[src/rtl/lc3_pkg.sv]
// Shared LC-3 datapath types: word/register-address typedefs, ALU and address-mux
// encodings, and the imm5 sign-extension helper.
package lc3_pkg;

    typedef logic [15:0] word_t;
    typedef logic [2:0]  reg_addr_t;

    localparam int unsigned NUM_REGS = 8;

    typedef enum logic [1:0] {
        ALU_ADD   = 2'b00,
        ALU_AND   = 2'b01,
        ALU_NOT   = 2'b10,
        ALU_PASSA = 2'b11
    } aluk_e;

    typedef enum logic [1:0] {
        SR1_IR11_9   = 2'b00,
        SR1_IR8_6    = 2'b01,
        SR1_R6       = 2'b10,
        SR1_IR8_6_B  = 2'b11
    } sr1mux_e;

    typedef enum logic [1:0] {
        DR_IR11_9    = 2'b00,
        DR_R7        = 2'b01,
        DR_R6        = 2'b10,
        DR_IR11_9_B  = 2'b11
    } drmux_e;

    function automatic word_t sext5(input logic [4:0] imm);
        return {{11{imm[4]}}, imm};
    endfunction

endpackage

[src/rtl/reg_file.sv]
// 8 x 16-bit register file: one synchronous write port, two combinational read
// ports without write-to-read bypass, asynchronous active-low clear.
module reg_file
    import lc3_pkg::*;
(
    input  logic        clk,
    input  logic        reset,
    input  logic        we_i,
    input  logic [2:0]  wrAddr_i,
    input  logic [15:0] wrData_i,
    input  logic [2:0]  rdAddrA_i,
    output logic [15:0] rdDataA_o,
    input  logic [2:0]  rdAddrB_i,
    output logic [15:0] rdDataB_o
);

    word_t regs_q [NUM_REGS];
    word_t regs_d [NUM_REGS];

    always_comb begin
        regs_d = regs_q;
        if (we_i) begin
            regs_d[wrAddr_i] = wrData_i;
        end
    end

    always_ff @(posedge clk or negedge reset) begin
        if (!reset) begin
            regs_q <= '{default: '0};
        end else begin
            regs_q <= regs_d;
        end
    end

    // Reads see only committed state, so a same-cycle write shows up after the edge.
    assign rdDataA_o = regs_q[rdAddrA_i];
    assign rdDataB_o = regs_q[rdAddrB_i];

endmodule

[src/rtl/processing_unit.sv]
// LC-3 execution core: register-address steering, operand-B selection and the
// 16-bit ALU around an 8-entry register file.
module processing_unit
    import lc3_pkg::*;
(
    input  logic        clk,
    input  logic        reset,
    input  logic        ld_reg,
    input  logic [1:0]  aluk,
    input  logic [2:0]  ir_11_9,
    input  logic [2:0]  ir_8_6,
    input  logic [2:0]  ir_2_0,
    input  logic [1:0]  sr1mux,
    input  logic [1:0]  drmux,
    input  logic        ir_5,
    input  logic [4:0]  ir_4_0,
    input  logic [15:0] from_bus,
    output logic [15:0] sr1_out,
    output logic [15:0] to_bus
);

    reg_addr_t sr1Addr;
    reg_addr_t drAddr;
    word_t     srcA;
    word_t     sr2Data;
    word_t     srcB;
    word_t     aluResult;

    always_comb begin
        sr1Addr = ir_8_6;
        case (sr1mux_e'(sr1mux))
            SR1_IR11_9:  sr1Addr = ir_11_9;
            SR1_IR8_6:   sr1Addr = ir_8_6;
            SR1_R6:      sr1Addr = 3'd6;
            SR1_IR8_6_B: sr1Addr = ir_8_6;
            default:     sr1Addr = ir_8_6;
        endcase
    end

    always_comb begin
        drAddr = ir_11_9;
        case (drmux_e'(drmux))
            DR_IR11_9:   drAddr = ir_11_9;
            DR_R7:       drAddr = 3'd7;
            DR_R6:       drAddr = 3'd6;
            DR_IR11_9_B: drAddr = ir_11_9;
            default:     drAddr = ir_11_9;
        endcase
    end

    // from_bus only feeds the write port, so looping to_bus back is combinationally safe.
    reg_file u_regFile (
        .clk       (clk),
        .reset     (reset),
        .we_i      (ld_reg),
        .wrAddr_i  (drAddr),
        .wrData_i  (from_bus),
        .rdAddrA_i (sr1Addr),
        .rdDataA_o (srcA),
        .rdAddrB_i (ir_2_0),
        .rdDataB_o (sr2Data)
    );

    assign srcB = ir_5 ? sext5(ir_4_0) : sr2Data;

    always_comb begin
        aluResult = srcA;
        case (aluk_e'(aluk))
            ALU_ADD:   aluResult = srcA + srcB;
            ALU_AND:   aluResult = srcA & srcB;
            ALU_NOT:   aluResult = ~srcA;
            ALU_PASSA: aluResult = srcA;
            default:   aluResult = srcA;
        endcase
    end

    assign sr1_out = srcA;
    assign to_bus  = aluResult;

endmodule

[config.mk]
export PLATFORM = sky130hd
export DESIGN_NAME = processing_unit
export DESIGN_NICKNAME = d
export VERILOG_FILES = /design/src/rtl/lc3_pkg.sv /design/src/rtl/reg_file.sv /design/src/rtl/processing_unit.sv
export SDC_FILE = /design/constraint.sdc
export NUM_CORES = 1
export LEC_CHECK = 0
export ABC_AREA = 0
export BUFFER_PORTS_ARGS = -buffer_cell sky130_fd_sc_hd__buf_2
export CORE_MARGIN = 1.5
export CORE_UTILIZATION = 40
export DETAILED_ROUTE_END_ITERATION = 8
export HOLD_SLACK_MARGIN = 0.02
export PLACE_DENSITY_LB_ADDON = 0.1
export SLEW_MARGIN = 0
export SYNTH_ARGS = -nofsm -noshare
export SYNTH_HDL_FRONTEND = slang
export SYNTH_SLANG_ARGS = --single-unit
export TNS_END_PERCENT = 10
[constraint.sdc]
create_clock -name clk -period 4.39 [get_ports clk]
set_clock_uncertainty 0.1 [all_clocks]
set_input_delay 0 -clock clk [delete_from_list [all_inputs] [get_ports clk]]
set_output_delay 0 -clock clk [all_outputs]
set_load 0.005 [all_outputs]
Word-level counts from Yosys, hierarchy flattened
Cells that the tools add are included.

Bits of input ports: 40. Bits in registers: 128. Logic and storage cells: 46. Output and inout port bits: 32.

Eq/ne operators: 9. Reductions and logical operators: 6. Mux-type cells: 13. Magnitude comparators: 4. Add/sub/neg operators: 1. Bitwise logic cells: 5.

Operators with widths (number): $bwmux 128 (1); $bmux 16 s3 (2); $mux 16 (6); $pmux 16 s4 (1); $demux 16 s3 (1); $pmux 3 s3 (2); $add 16x16->16 (1); $and 16x16->16 (1); $not 16->16 (1); $eq 2x2->1 const B (6); $ge 4x4->1 const B (3); $not 3->4 (3); $eq 2x1->1 const B (3); $logic_not 2->1 (3); $lt 4x1->1 const B (1); $reduce_or 2->1 (2); $logic_and 1x1->1 (1).

Longest topological paths before layout
Gate-level depths: netlist (run 1).

Depth after elaboration: 9. Gate-level depth with buffers: 15. Gate-level depth less buffers: 13.

Modules after synthesis
A second synthesis (run 1) with hierarchy kept.

Cell total of the unflattened synthesis: 633. Area total of the unflattened synthesis: 8521.9 µm².

By module, submodules not included: reg_file (instances 1, cells an instance 393, sequential area each 3203.1 µm², area each 7000.5 µm²); processing_unit (instances 1, cells an instance 240, sequential area each 0.0 µm², area each 1521.5 µm²).

Least setup slack after synthesis (run 1)
OpenSTA, ideal clock, no wires.

Path type: input to output. Start: in ir_2_0[0]. End: out to_bus[8]. Path slack: 1162 ps. Path buffers: 2. Required time: 4290 ps. Arrival time: 3128 ps. Stages: 13. Cell sequence: clkbuf_1 buf_2 mux4_2 mux2i_1 o21ai_0 ha_1 fa_1 a21o_1 a221oi_1 o21ai_0 xor2_1 a32oi_1 o221ai_1.

Word-level cells in the longest chain between the ends: 7. Elaborated cells on any way between the ends: 8. Classes of those cells: add/sub: 1; mux: 5; bitwise: 2.

RTL lines: start: declaration (RTL line processing_unit.sv:12) `input logic [2:0] ir_2_0,`; $not 3->4 (implied by the code) * (RTL line reg_file.sv:37) `assign rdDataB_o = regs_q[rdAddrB_i];`; $bmux 16 s3 * (RTL line reg_file.sv:37); $mux 16 (implied by the code) * (2 in a row) (RTL line reg_file.sv:37); $mux 16 * (RTL line processing_unit.sv:64) `assign srcB = ir_5 ? sext5(ir_4_0) : sr2Data;`; $add 16x16->16 / $and 16x16->16 (equally long branches) (RTL line processing_unit.sv:69, processing_unit.sv:70); $pmux 16 s4 * (RTL line processing_unit.sv:68) `case (aluk_e'(aluk))`; end: declaration (RTL line processing_unit.sv:19) `output logic [15:0] to_bus`.

Mark *: on every way between the ends. The rest lies on a longest branch, timed or not. The select of a mux whose other input is x is not followed.

Worst setup path in the final report (run 1)
Start: in ir_11_9[1]. End: out to_bus[13].

Word-level cells in the longest chain between the ends: 7. Elaborated cells on any way between the ends: 9. Classes of those cells: add/sub: 1; mux: 5; bitwise: 3.

RTL lines: start: declaration (RTL line processing_unit.sv:10) `input logic [2:0] ir_11_9,`; $pmux 3 s3 * (RTL line processing_unit.sv:31) `case (sr1mux_e'(sr1mux))`; $not 3->4 (implied by the code) * (RTL line reg_file.sv:36) `assign rdDataA_o = regs_q[rdAddrA_i];`; $bmux 16 s3 * (RTL line reg_file.sv:36); $mux 16 (implied by the code) * (2 in a row) (RTL line reg_file.sv:36); $add 16x16->16, or another cell as far along (RTL line processing_unit.sv:69) `ALU_ADD: aluResult = srcA + srcB;`; $pmux 16 s4 * (RTL line processing_unit.sv:68).

Marks and branches as above.

==> results of run 1 <==
==> power by group <==
part	switching (W)	internal, W
sequential	0.000297	0.00154
combinational	0.000812	0.000890
clock	0.000579	0.000912
total	0.00169	0.00335
==> through the flow <==
step	util	hold slack (ns)	instances	cell area, um2	power (W)
after floorplan	-	-0.396	764	8380	0.00300
after global placement	0.440	0.0230	1070	8960	0.00347
after detailed placement	0.440	0.0362	1070	8960	0.00352
after CTS	0.479	0.140	1119	9750	0.00505
after global routing	0.479	0.183	1119	9750	0.00531
final	0.479	0.111	1119	9750	0.00503
==> routing by layer <==
metal  part of all wire  vias up  GRT usage
met5                  0        -          0
met4              0.024        0     0.0860
met3              0.060       43     0.0432
met2               0.48      258      0.390
met1               0.44     3532      0.327
li1                   -     3064          -
==> area by class of cell <==
class,instances,area (um2),share of cell area
Clock inverter,15,196,0.0201
Inverter,7,26.3,0.00269
Tap cell,270,338,0.0346
Multi-Input combinational cell,575,4880,0.500
Clock buffer,17,425,0.0436
Sequential cell,128,3200,0.328
Timing Repair Buffer,107,683,0.0701
==> Yosys cell counts, types with 5 or more instances <==
cell	n	area, um2
o21a_1	6	45.0
a21oi_1	19	95.1
a311o_1	11	110
dfrtp_1	128	3200
buf_2	24	120
and2_1	5	31.3
ha_1	18	225
mux2_2	128	1440
mux2i_1	22	220
a211oi_1	28	210
xnor2_1	7	61.3
nor2_1	40	150
a311oi_1	8	70.1
o211ai_1	5	37.5
clkbuf_1	20	75.1
nand3_1	39	195
mux4_2	32	721
a32o_1	10	100
buf_4	7	52.6
or3_1	5	31.3
a32oi_1	8	70.1
o21ai_0	17	85.1
nor2b_1	19	119
a31oi_1	9	56.3
inv_1	6	22.5
nand2_1	66	248
and3_1	20	125
==> worst paths after layout <==
check / cells past startpoint / slack, ns / to / start
setup / recovery: 15 / 0.20 / to_bus[13] / ir_11_9[1]
hold / removal: 2 / 0.11 / u_regFile.regs_q[89] / reset
setup reg to reg: 1 / 3.47 / u_regFile.regs_q[12] / u_regFile.regs_q[12]
hold reg to reg: 1 / 0.43 / u_regFile.regs_q[119] / u_regFile.regs_q[119]
max in group asynchronous: 3 / 2.97 / u_regFile.regs_q[87] / reset
min in group clk: 5 / 0.33 / u_regFile.regs_q[33] / ld_reg
==> kinds of logic after synthesis <==
family	after synthesis
fa+ha+maj	19
xor+xnor	10
compound gates	150
buf+inv	61
flops	128
simple gates	214
mux	182
==> placed cells by master (no fill, tap or decap), types with 18 or more instances in the layout <==
cell,n
nand2_1,66
mux2_2,128
mux2i_1,22
a21oi_1,19
ha_1,18
a211oi_1,28
nor2b_1,19
nor2_1,40
nand3_1,39
buf_4,19
mux4_2,32
dfrtp_1,128
buf_2,70
and3_1,20
==> repair_timing <==
item                                    4_1_cts  5_1_grt
endpoints found under the setup margin        0        0
endpoints found under the hold margin       186        0
hold buffers                                 17        0
buffers inserted                              0        0
gates resized for setup                       0        0
==> reports/qor.csv, run 1 <==
stage,metric,value,unit
global_routing,antenna_found_initial,0,
synthesis,netlist-cell-type-count,59,
clocking,cts_root_buf,clkbuf_16,
synthesis,async_flop_share,1.00,
critical_path,critPathTopFamily,compound AO/OA/AOI/OAI gates,
synthesis,syn_area,8380,um2
synthesis,synth_nets,823,
place,portBuffers,71,
critical_path,cp_slowest_cell,o21bai_4,
timing,finalSetupViolCount,0,
clocking,path_clk_slew,0.06,ns
synthesis,synthAdderAreaFrac,0.0293,
clocking,clkLatencyLatePin,0.42,ns
synthesis,synth-seq-cells,128,
synthesis,synth_area_per_cell,11.0,um2
critical_path,path_max_fanout,35,
layout,final_nets,895,
clocking,cts_tree,done,
routing,wl_per_cell,23.1,um
clocking,cts_htree_levels,4,
synthesis,synth_top_family_by_area,multiplexers,
timing,worst_slew_pin_slew,1.23,ns
run_status,outcome,"complete, no violations",
floorplanning,die_w,148,um
synthesis,synth_warnings,0,
critical_path,crit_buf_inv,3,
power_and_ir_drop,vdd_drop_max,0.228,mV
routing,ant_nets,0,
clocking,cts_buffer_depth,2,
routing,drt-pass1-iter-count,5,
synthesis,synthMuxAreaShare,0.284,
timing,fmax,0.239,GHz
synthesis,synthSimpleGateAreaFrac,0.122,
floorplanning,die-area,21800,um2
timing,fin_crit_sh,0.954,
layout,n_fill_cell,1879,
critical_path,arrival,4.09,ns
floorplanning,placementRows,52,
layout,synthToLayoutAreaGrowth,16.4,%
routing,vias_per_cell,6.16,
timing,finalMaxSlewViolations,0,
critical_path,cp_slowest_stage_delay,0.56,ns
place,gp_congestion,0.881,
critical_path,end_kind,output port,
critical_path,cp.required,4.29,ns
synthesis,synth_edf_count,0,
critical_path,path_common_cell,buf_2,
run,cap_violations,0,
floorplanning,dieHeight,148,um
layout,top_regs,u_regFile.regs_q: 128 flops,
timing,hold_viol_final,0,
global_routing,overflow,0,
min_path,hold_path_class,in -> async,
synthesis,synthCells,764,
place,hpwl,17400,um
global_routing,grt_pass1_vias,6767,
timing,rsz0062_at_grt,no,
global_routing,grt_max_degree,61,
floorplanning,start_util,0.411,
layout,n_antenna_cell,0,
floorplanning,io_pins,72,
timing,setup_slack,0.201,ns
synthesis,synth_flop_cell,dfrtp_1,
place,post-place-ws,0.287,ns
power_and_ir_drop,power.density,516,nW/um2
routing,drt-total-wl,25900,um
routing,drc,0,
timing,relSlewSlack,0.178,
synthesis,synth-seq-area-share,0.382,
critical_path,setup.worst_path.class,in -> out,
global_routing,gr-usage-all-layers,0.242,
critical_path,start_kind,input port,
global_routing,grt_pass1_wl,39900,um
critical_path,cp_cell_sequence,"buf_2, o21bai_4, nand2_4, buf_12, mux2i_1, a32o_1, nor2_1, ha_1, a21oi_1, o211ai_1, a221oi_1, o21ai_0, xnor2_1, o221ai_1, buf_2",
layout,top_register,u_regFile.regs_q,
timing,finalCriticalPeriod,4.19,ns
routing,drt_iter0_markers,444,
floorplanning,coreArea,20400,um2
clocking,clock_sinks,128,
clocking,numCtsBuffers,17,
layout,largest_reg_flops,128,
synthesis,synth_xor_area_frac,0.0105,
power_and_ir_drop,leakage,4.24,nW
routing,vias,6897,
layout,drive_gt1_frac,0.344,
synthesis,synth_compound_area_frac,0.136,
timing,finalSetupTns,0,ns
Note: power is estimated with default switching activity, not from simulation.
==> run 2, diff against run 1 <==
--- a/config.mk
+++ b/config.mk
@@ -6,10 +6,11 @@
 export NUM_CORES = 1
 export LEC_CHECK = 0
 export ABC_AREA = 0
-export BUFFER_PORTS_ARGS = -buffer_cell sky130_fd_sc_hd__buf_2
+export BUFFER_PORTS_ARGS = -buffer_cell sky130_fd_sc_hd__clkbuf_2
 export CORE_MARGIN = 1.5
 export CORE_UTILIZATION = 40
 export DETAILED_ROUTE_END_ITERATION = 8
+export GPL_ROUTABILITY_DRIVEN = 0
 export HOLD_SLACK_MARGIN = 0.02
 export PLACE_DENSITY_LB_ADDON = 0.1
 export SLEW_MARGIN = 0
==> reports/qor.csv, run 2 (synthesis gave the netlist of run 1 again) <==
stage,metric,value,unit
run_status,outcome,"complete, no violations",
routing,drt_iter0_markers,588,
global_routing,gr-usage-all-layers,0.252,
power_and_ir_drop,p_clk_frac,0.288,
critical_path,path_max_fanout,10,
floorplanning,dieHeight,148,um
timing,finalSetupTns,0,ns
power_and_ir_drop,p_switching,0.00166,W
clocking,cts_buffer_depth,2,
critical_path,end_kind,output port,
clocking,clock_sinks,128,
timing,worst_slew_pin_slew,1.29,ns
place,portBuffers,71,
critical_path,start_kind,input port,
floorplanning,start_util,0.411,
timing,finalMaxSlewViolations,0,
timing,fmax,0.246,GHz
layout,fin_util,0.478,
critical_path,path_depth,14,
floorplanning,die-area,21800,um2
routing,ant_nets,0,
power_and_ir_drop,pwr-share-seq,0.368,
critical_path,r2r-start,u_regFile.regs_q[11],
power_and_ir_drop,vdd_drop_max,0.241,mV
routing,vias,6950,
critical_path,setup.worst_path.class,in -> out,
layout,multi_input_area,4890,um2
power_and_ir_drop,combPwrFrac,0.345,
place,hpwl,17700,um
global_routing,grt_pass1_wl,41400,um
global_routing,overflow,0,
clocking,ctsResizeCount,0,
critical_path,cp_cell_sequence,"clkbuf_2, nor2_2, a22o_1, nor2_1, a32o_1, nor2_1, ha_1, nand3_1, o211ai_1, a21oi_1, o2111a_1, nor4_1, o22ai_1, clkbuf_2",
routing,drt-pass1-iter-count,5,
layout,n_antenna_cell,0,
clocking,cts_tree,done,
clocking,numCtsBuffers,17,
critical_path,cp_slowest_stage_delay,0.74,ns
floorplanning,io_pins,72,
layout,top_register,u_regFile.regs_q,
timing,fin_crit_sh,0.926,
critical_path,cp_slowest_cell,nor2_1,
clocking,path_clk_slew,0.06,ns
min_path,hold_path_class,in -> async,
power_and_ir_drop,power.total,0.00500,W
critical_path,reg2reg_depth,1,
power_and_ir_drop,p_int,0.00334,W
timing,rsz0062_at_grt,no,
clocking,clkLatencyLatePin,0.42,ns
critical_path,crit_buf_inv,2,
global_routing,grt_pass1_vias,7213,
clocking,cts_htree_levels,4,
layout,synthToLayoutAreaGrowth,16.3,%
routing,wl_per_cell,24.0,um
critical_path,r2r_slack,3.48,ns
critical_path,critPathCapture,to_bus[15],
floorplanning,placementRows,52,
timing,hold_viol_final,0,
layout,mostFrequentLayoutCells,"128 x mux2_2, 128 x dfrtp_1, 70 x clkbuf_2",
critical_path,cp.required,4.29,ns
layout,drive_gt1_frac,0.343,
layout,n_fill_cell,1868,
floorplanning,die_w,148,um
run,cap_violations,0,
routing,drc,0,
power_and_ir_drop,p_sw_frac,0.332,
power_and_ir_drop,leakage,4.25,nW
layout,top_regs,u_regFile.regs_q: 128 flops,
routing,drt-total-wl,26900,um
timing,relSlewSlack,0.138,
critical_path,arrival,3.96,ns
layout,final_nets,898,
clocking,cts_root_buf,clkbuf_16,
layout,largest_reg_flops,128,
power_and_ir_drop,power.density,513,nW/um2
critical_path,critPathTopFamily,compound AO/OA/AOI/OAI gates,
routing,vias_per_cell,6.19,
layout,ff_latch_area,3200,um2
timing,fin_hold_ws,0.0928,ns
global_routing,grt_max_degree,58,
timing,finalCriticalPeriod,4.06,ns
floorplanning,coreArea,20400,um2
critical_path,reg2reg_to,u_regFile.regs_q[11],
global_routing,antenna_found_initial,0,
critical_path,startpoint,sr1mux[0],
timing,finalSetupViolCount,0,
==> run 2: changes by cell type in the layout (fill, tap and decap cells not counted), moves of 3 or more <==
cell,before,now
buf_2,70,0
clkbuf_2,0,70
clkbuf_1,0,3
buf_4,19,22
clkbuf_8,0,4
inv_6,7,1
==> run 2: cell type report <==
cell class,count,area share
multi-input cells,576,0.502
flip-flops and latches,128,0.329
repair buffers,109,0.0704
clock buffers,24,0.0505
well taps,270,0.0347
clock inverters,8,0.0105
inverters,7,0.00270
==> run 2: repair_timing <==
action / in CTS / in global routing
buffers inserted: 0 / 0
hold buffers: 17 / 0
endpoints found under the hold margin: 183 / 0
endpoints found under the setup margin: 0 / 5
==> run 2: power groups by stage <==
| stage | logic [W] | registers, W | clock network, W |
|---|---|---|---|
| after floorplan | 0.00126 | 0.00173 | 0 |
| after global placement | 0.00165 | 0.00182 | 0 |
| after detailed placement | 0.00170 | 0.00184 | 0 |
| after CTS | 0.00172 | 0.00183 | 0.00146 |
| after global routing | 0.00188 | 0.00188 | 0.00151 |
| final | 0.00172 | 0.00184 | 0.00144 |
==> run 2: metal layers <==
| metal | vias up | global-route usage | wire length, um |
|---|---|---|---|
| met5 | - | 0 | 0 |
| met4 | 0 | 0.111 | 769 |
| met3 | 65 | 0.0509 | 1830 |
| met2 | 302 | 0.398 | 12500 |
| met1 | 3516 | 0.337 | 11800 |
| li1 | 3067 | - | - |
==> run 2: worst min-delay path by stage <==
stage               cells after the start  slack [ns]   from                     to
CTS                                     2        0.12  reset  u_regFile.regs_q[121]
floorplan                               0       -0.40  reset    u_regFile.regs_q[0]
global placement                        1      0.0003  reset  u_regFile.regs_q[121]
finish                                  2        0.09  reset  u_regFile.regs_q[121]
detailed placement                      1        0.02  reset   u_regFile.regs_q[73]
global route                            2        0.16  reset  u_regFile.regs_q[121]
==> run 2: metrics by stage <==
stage | instances | area [um2] | setup WS (ns)
after global routing | 1122 | 9740 | 0.0627
after global placement | 1072 | 8960 | 0.329
after floorplan | 764 | 8380 | 1.16
after detailed placement | 1072 | 8960 | 0.215
final | 1122 | 9740 | 0.327
after CTS | 1121 | 9730 | 0.183
==> run 3, diff against run 2 <==
--- a/config.mk
+++ b/config.mk
@@ -9,6 +9,7 @@
 export BUFFER_PORTS_ARGS = -buffer_cell sky130_fd_sc_hd__clkbuf_2
 export CORE_MARGIN = 1.5
 export CORE_UTILIZATION = 40
+export CTS_BUF_LIST = sky130_fd_sc_hd__clkbuf_2
 export DETAILED_ROUTE_END_ITERATION = 8
 export GPL_ROUTABILITY_DRIVEN = 0
 export HOLD_SLACK_MARGIN = 0.02
==> reports/qor.csv, run 3 (synthesis gave the netlist of run 1 again) <==
stage,metric,value,unit
global_routing,grt_pass1_vias,7286,
routing,drt-pass1-iter-count,5,
layout,fin_util,0.471,
clocking,clkLatencyLatePin,0.71,ns
clocking,cts_buffer_depth,2,
routing,wl_per_cell,23.7,um
clocking,cts_htree_levels,4,
layout,finalInstanceArea,9590,um2
routing,ant_nets,0,
timing,fin_crit_sh,0.951,
place,hpwl,17700,um
power_and_ir_drop,leakage,4.19,nW
min_path,hold_path_class,in -> reg,
floorplanning,dieHeight,148,um
routing,drt-total-wl,27000,um
routing,vias,7083,
timing,fmax,0.240,GHz
critical_path,arrival,4.07,ns
global_routing,grt_pass1_wl,41500,um
clocking,cts_tree,done,
clocking,cts_root_buf,clkbuf_2,
layout,synthToLayoutAreaGrowth,14.5,%
power_and_ir_drop,vdd_drop_max,0.153,mV
power_and_ir_drop,power.density,449,nW/um2
clocking,clock_sinks,128,
min_path,hold_start,from_bus[11],
critical_path,path_max_fanout,6,
timing,finalMaxSlewViolations,0,
run,cap_violations,0,
global_routing,antenna_found_initial,1,
layout,drive_gt1_frac,0.342,
place,portBuffers,71,
critical_path,setup.worst_path.class,reg -> out,
critical_path,cp.required,4.29,ns
critical_path,r2r-start,u_regFile.regs_q[49],
global_routing,grt_max_degree,56,
timing,finalSetupTns,0,ns
layout,top_register,u_regFile.regs_q,
layout,top_regs,u_regFile.regs_q: 128 flops,
clocking,numCtsBuffers,17,
place,dpl_cell_area,8960,um2
routing,drc,0,
routing,drt_iter0_markers,513,
floorplanning,die_w,148,um
clocking,path_clk_slew,0.20,ns
timing,rsz0062_at_grt,no,
critical_path,start_kind,flop,
floorplanning,start_util,0.411,
timing,finalCriticalPeriod,4.17,ns
timing,worst_slew_pin_slew,1.25,ns
layout,final_nets,917,
floorplanning,io_pins,72,
layout,mostFrequentLayoutCells,"128 x mux2_2, 128 x dfrtp_1, 90 x clkbuf_2",
global_routing,overflow,0,
critical_path,startpoint,u_regFile.regs_q[68],
timing,relSlewSlack,0.167,
routing,vias_per_cell,6.20,
global_routing,gr-usage-all-layers,0.253,
timing,hold_viol_final,0,
floorplanning,coreArea,20400,um2
floorplanning,placementRows,52,
timing,finalSetupViolCount,0,
critical_path,end_kind,output port,
floorplanning,die-area,21800,um2
run_status,outcome,"complete, no violations",
layout,largest_reg_flops,128,
## run 3: cell types whose count changed in the layout (fill, tap and decap cells not counted), sizes merged
cell / delta
dlygate4sd3: +17
diode: +1
buf: +2
clkinv: +4
clkbuf: -4
## run 3: timing repair
action	4_1_cts	5_1_grt
hold buffers	35	0
resized for setup	0	5
setup buffers	0	1
setup endpoints to repair	0	6
hold endpoints to repair	256	0
## run 3: final cells by class
class                           instances  area (um2)
Clock buffer                           20         100
Multi-Input combinational cell        576        4910
Clock inverter                         12         118
Tap cell                              270         338
Inverter                                7        26.3
Timing Repair Buffer                  128         891
Sequential cell                       128        3200
Fill cell                            1913       10800
Antenna cell                            1        2.50
## run 3: layer usage
metal  wire [um]  GRT usage
met1       11700      0.341
met4         753      0.107
met5           0          0
met2       12500      0.399
met3        2100     0.0491
## run 3: per-stage QoR
step | setup WS [ns] | total power [W] | hold slack (ns) | instances
2_1_floorplan | 1.16 | 0.00300 | -0.396 | 764
3_3_place_gp | 0.329 | 0.00347 | 0.000345 | 1072
3_5_place_dp | 0.215 | 0.00354 | 0.0154 | 1072
4_1_cts | 0.0553 | 0.00430 | 0.0246 | 1139
5_1_grt | 0.00469 | 0.00458 | 0.0286 | 1142
6_report | 0.217 | 0.00431 | 0.0675 | 1142
## run 3: final timing paths
| path | endpoint | slack, ns | cells after the start |
|---|---|---|---|
| max | to_bus[15] | 0.22 | 12 |
| min | u_regFile.regs_q[43] | 0.07 | 3 |
| max reg2reg | u_regFile.regs_q[49] | 2.94 | 2 |
| min reg2reg | u_regFile.regs_q[125] | 0.45 | 1 |
| max in group asynchronous | u_regFile.regs_q[108] | 3.40 | 4 |
| min in group asynchronous | u_regFile.regs_q[9] | 0.31 | 4 |
## run 3: report_power, final
part	leakage (nW)	internal [W]	switching, W
Clock	0.134	0.000261	0.000461
Combinational	2.49	0.000922	0.000839
Sequential	1.57	0.00154	0.000290
## run 3: critical path, stage by stage (launching register included)
cell and delay [ns]:
dfrtp_1 0.44, mux4_2 0.46, nor2b_1 0.15, a211oi_2 0.23, nor2_1 0.07, ha_2 0.38
nand3_1 0.09, o211ai_1 0.49, a21oi_2 0.15, o2111a_1 0.26, nor4_1 0.32, o22ai_1 0.19
clkbuf_2 0.15
